## src/rtl/ca_row_reader.sv

```systemverilog
// ca_row_reader: consumer end of the Rule 110 engine row stream.
// Captures one WIDTH-bit generation through a valid/ready handshake into a
// shadow register and hands it to the host one byte at a time. Each rising
// edge of the slow, unsynchronised rd_req pin advances to the next byte.
module ca_row_reader #(
  parameter int WIDTH = 32,
  parameter int IDXW  = 8
) (
  input  logic             clk,
  input  logic             reset,
  input  logic             row_valid,
  input  logic [WIDTH-1:0] row_data,
  output logic             row_ready,
  input  logic             rd_req,
  output logic [7:0]       byte_out,
  output logic             byte_valid,
  output logic [IDXW-1:0]  byte_index,
  output logic             row_done,
  output logic             row_skipped,
  output logic [7:0]       rows_read
);

  localparam int              NBYTES = WIDTH / 8;
  localparam logic [IDXW-1:0] LAST   = IDXW'(NBYTES - 1);

  typedef enum logic {IDLE, SEND} state_t;

  state_t                       state_q;
  logic [NBYTES-1:0][7:0]       shadow_q;
  logic [IDXW-1:0]              idx_q;
  logic                         done_q;
  logic                         skipped_q;
  logic                         miss_q;
  logic [7:0]                   rows_q;
  logic                         s1_q, s2_q, s3_q;
  logic                         step;
  logic [7:0]                   byte_sel;

  // rd_req synchroniser plus history flop for rising-edge detection
  always_ff @(posedge clk) begin
    if (reset) begin
      s1_q <= 1'b0;
      s2_q <= 1'b0;
      s3_q <= 1'b0;
    end else begin
      s1_q <= rd_req;
      s2_q <= s1_q;
      s3_q <= s2_q;
    end
  end

  assign step = s2_q & ~s3_q;

  // Capture / send FSM; row_done is a registered one-cycle pulse
  always_ff @(posedge clk) begin
    if (reset) begin
      state_q   <= IDLE;
      shadow_q  <= '0;
      idx_q     <= '0;
      done_q    <= 1'b0;
      skipped_q <= 1'b0;
      miss_q    <= 1'b0;
      rows_q    <= '0;
    end else begin
      done_q <= 1'b0;
      case (state_q)
        IDLE: begin
          // A step arriving here has no row to advance and is dropped.
          if (row_valid) begin
            shadow_q  <= row_data;
            idx_q     <= '0;
            skipped_q <= miss_q;
            miss_q    <= 1'b0;
            state_q   <= SEND;
          end
        end
        SEND: begin
          // Any offer we cannot take while sending is a lost generation.
          if (row_valid) miss_q <= 1'b1;
          if (step) begin
            if (idx_q == LAST) begin
              done_q  <= 1'b1;
              rows_q  <= rows_q + 8'd1;
              idx_q   <= '0;
              state_q <= IDLE;
            end else begin
              idx_q <= idx_q + 1'b1;
            end
          end
        end
        default: state_q <= IDLE;
      endcase
    end
  end

  // Byte select from the shadow register, little-endian by byte index
  always_comb begin
    byte_sel = 8'h00;
    for (int i = 0; i < NBYTES; i++) begin
      if (idx_q == IDXW'(i)) byte_sel = shadow_q[i];
    end
  end

  assign row_ready   = (state_q == IDLE);
  assign byte_valid  = (state_q == SEND);
  assign byte_out    = (state_q == SEND) ? byte_sel : 8'h00;
  assign byte_index  = idx_q;
  assign row_done    = done_q;
  assign row_skipped = skipped_q;
  assign rows_read   = rows_q;

endmodule

```

## config.mk

```make
export PLATFORM = sky130hd
export DESIGN_NAME = ca_row_reader
export DESIGN_NICKNAME = d
export VERILOG_FILES = /design/src/rtl/ca_row_reader.sv
export SDC_FILE = /design/constraint.sdc
export NUM_CORES = 1
export LEC_CHECK = 0
export ABC_AREA = 1
export BUFFER_PORTS_ARGS = -buffer_cell sky130_fd_sc_hd__buf_2
export CORE_UTILIZATION = 53
export CTS_CLUSTER_DIAMETER = 150
export CTS_CLUSTER_SIZE = 24
export DETAILED_ROUTE_END_ITERATION = 7
export GPL_TIMING_DRIVEN = 0
export PLACE_DENSITY = 0.79
export SETUP_SLACK_MARGIN = 0.2
export SYNTH_ARGS = -nofsm -noshare
export SYNTH_HDL_FRONTEND = slang
export SYNTH_SLANG_ARGS = --single-unit
```

## constraint.sdc

```tcl
create_clock -name clk -period 2.2 [get_ports clk]
set_input_delay 0.55 -clock clk [delete_from_list [all_inputs] [get_ports clk]]
set_output_delay 0.55 -clock clk [all_outputs]
set_load 0.005 [all_outputs]
```

==> flow_metrics.env <==
export IMPL_slew_viol_final=0
export IMPL_yosys_top_cells_count="79 x nor2_1, 66 x nand2_1, 55 x dfxtp_1"
export IMPL_hold_viol=0
export IMPL_start_kind="flop"
export IMPL_period_minus_slack_ps=2290
export IMPL_p_total_mw=1.95
export IMPL_vias=2637
export IMPL_failed_checks="setup timing"
export IMPL_holdPathStages=2
export IMPL_final_fill_count=446
export IMPL_peakVddDrop_mv=0.411
export IMPL_insertion_delay_ps=310
export IMPL_hold_class="reg2reg"
export IMPL_grt_overflow=0
export IMPL_numCtsBuffers=5
export IMPL_synth_avg_cell_area_um2=7.11
export IMPL_synth_area_leaders="dfxtp_1 42%, nor2_1 11%, nand2_1 9.4%, o21ai_0 8.5%, a21oi_1 5.1%"
export IMPL_gp_congestion=0.879
export IMPL_die_height_um=72.5
export IMPL_crit_fanout=8
export IMPL_slew_headroom=0.684
export IMPL_dr_pass1_iters=4
export IMPL_syn_inst=371
export IMPL_antenna_cells=0
export IMPL_post_synth_instance_area_um2=2640
export IMPL_synth_most_common_cell="nor2_1"
export IMPL_wl_mm=6.44
export IMPL_crit_required_ps=1650
export IMPL_synth_warnings=0
export IMPL_synth_ff_type="dfxtp_1"
export IMPL_crit_type="reg2out"
export IMPL_final_area_um2=3270
export IMPL_grt_pass1_vias=2424
export IMPL_syn_to_final_growth_pct=24.0
export IMPL_grtUsageTotal=0.265
export IMPL_arrival_ps=1740
export IMPL_drc=0
export IMPL_regToRegEndpoint="shadow_q[21]$_SDFFE_PP0P_"
export IMPL_path_clk_slew_ps=90
export IMPL_synth_enable_flop_cells=0
export IMPL_postRouteAntennaNets=0
export IMPL_wire_per_inst_um=12.6
export IMPL_power_leakage_nw=1.49
export IMPL_drtIter0Drc=121
export IMPL_antenna_found_initial=0
export IMPL_pre_cts_ws_ps=39.0
export IMPL_clock_path_buffers=2
export IMPL_timing_final_crit_share=1.04
export IMPL_htreeDepth=2
export IMPL_grt_pass1_wl_mm=10.8
export IMPL_rsz0062_at_grt="true"
export IMPL_min_to="s2_q$_SDFF_PP0_"
export IMPL_die_w_um=72.5
export IMPL_pin_count=64
export IMPL_r2r_start="byte_valid$_SDFF_PP0_"
export IMPL_multi_input_area_um2=1440
export IMPL_hold_slack_ps=432
export IMPL_ys_seq_area_frac=0.418
export IMPL_ys_ff_latch=55
export IMPL_place_port_buffers=63
export IMPL_reg2regPathDepth=6
export IMPL_start_util=0.554
export IMPL_nets=485
export IMPL_placed_area_um2=3040
export IMPL_finalSetupViolCount=8
export IMPL_max_freq_mhz=436
export IMPL_synthDistinctLibCells=29
export IMPL_worst_setup_path_end_kind="output port"
export IMPL_yosysTopAreaCellShare=0.418
export IMPL_clock_sinks=55
export IMPL_core_um2=4750
export IMPL_grt_start_max_net_pins=17
export IMPL_place_hpwl_mm=4.56
export IMPL_fin_ws_ps=-91.5
export IMPL_root_buffer="clkbuf_8"
export IMPL_worstMarginPinSlew_ps=474
export IMPL_postSynth_asyncResetShare=0
export IMPL_cap_violations=0
export IMPL_skew_ps=6.96
export IMPL_die_area_um2=5260
export IMPL_row_count=25
export IMPL_regArea_um2=1110
export IMPL_power_density_nw_per_um2=598
export IMPL_cts_tree="built"
export IMPL_synthesis_nets=412
export IMPL_ctsHoldBuffers=0
export IMPL_outcome="finished, violations left"
export IMPL_yosysTopAreaCell="dfxtp_1"
export IMPL_min_from="s1_q$_SDFF_PP0_"
export IMPL_drive_above_1_share=0.277
export IMPL_reg2reg_slack_ps=650
export IMPL_routed_via_density=5.16
-- worst max path at each step --
stage / from / end / slack (ps) / cells after the start
after detailed placement: byte_index[1]$_SDFFE_PP0P_ / byte_out[1] / 40 / 10
final: byte_index[1]$_SDFFE_PP0P_ / byte_out[1] / -90 / 10
after global placement: byte_index[1]$_SDFFE_PP0P_ / byte_out[1] / 40 / 10
after floorplan: byte_index[1]$_SDFFE_PP0P_ / byte_out[0] / 320 / 9
after global routing: byte_index[1]$_SDFFE_PP0P_ / byte_out[5] / -190 / 10
after CTS: byte_index[1]$_SDFFE_PP0P_ / byte_out[2] / -40 / 10
-- metrics by stage --
| step | util | setup TNS (ps) | cells |
|---|---|---|---|
| floorplan | - | 0 | 371 |
| global placement | 0.638 | 0 | 501 |
| detailed placement | 0.638 | 0 | 501 |
| CTS | 0.685 | -214 | 511 |
| global route | 0.688 | -1170 | 511 |
| finish | 0.688 | -463 | 511 |
-- repair_timing --
item                                    4_1_cts  5_1_grt
pin swaps                                    10        3
buffers inserted                              3        0
gates resized for setup                      33        3
endpoints found under the setup margin        8        8
-- logic make-up (layout without fill, tap and decap cells) --
logic type | count (synthesis) | count (layout) | synth area share
xor gates and xnor gates | 3 | 3 | 0.00997
and+or+nand+nor | 192 | 192 | 0.333
adders and majority gates | 5 | 5 | 0.0237
AOI/OAI and AO/OA | 77 | 77 | 0.152
DFF | 55 | 55 | 0.418
buffers and inverters | 39 | 112 | 0.0636
-- registers in the layout, summed over array words and instances, names as in the netlist --
| signal | count |
|---|---|
| shadow_q | 32 |
| byte_index | 8 |
| rows_read | 8 |
| byte_valid | 1 |
| miss_q | 1 |
| row_done | 1 |
| row_skipped | 1 |
| s1_q | 1 |
| s2_q | 1 |
| s3_q | 1 |
-- worst max-delay path: stages, from the launching register on --
cell	delay [ps]
dfxtp_4	390
inv_4	50
ha_4	160
inv_4	70
nand2_4	50
nor2_4	190
nand3_1	110
nand2_1	90
nand2_1	70
a21oi_2	130
buf_2	120
-- layout make-up --
type,instances,share of cell area
clock inverters,2,0.0115
flip-flops and latches,55,0.340
repair buffers,66,0.107
inverters,25,0.0325
plain buffers,14,0.0210
well taps,67,0.0256
clock buffers,5,0.0210
multi-input cells,277,0.441
-- per-layer routing --
metal | part of all wire | vias up | wire length, µm | global-route usage
met1 | 0.45 | 1200 | 2880 | 0.328
met5 | 0 | - | 0 | 0
met2 | 0.48 | 89 | 3100 | 0.458
met4 | 0.015 | 0 | 99 | 0.0915
met3 | 0.056 | 9 | 359 | 0.0528
li1 | - | 1339 | - | -
-- placed cells by master (no fill, tap or decap), types with 2 or more instances in the layout --
master    count
ha_4          2
nand2_4       5
a21oi_2       6
nand2_1      62
inv_2         4
nand2_2       4
o21ai_0      39
dfxtp_4       2
a21oi_1      23
inv_1        17
nand3_1      22
nor2_1       79
nand4_1       2
nor2_4        9
clkbuf_8      5
buf_4         4
nand3_2       2
dfxtp_1      51
clkbuf_1      8
inv_4         3
dfxtp_2       2
buf_2        64
ha_1          3
o21ai_1       6
xor2_1        2
nor2_2        4
buf_1         2
-- where the power goes --
part | leakage [nW] | switching [mW] | internal (mW)
Combinational | 0.984 | 0.132 | 0.0865
Sequential | 0.454 | 0.0288 | 1.05
Clock | 0.0502 | 0.328 | 0.333
No activity file was read; power rests on OpenSTA's default activity.
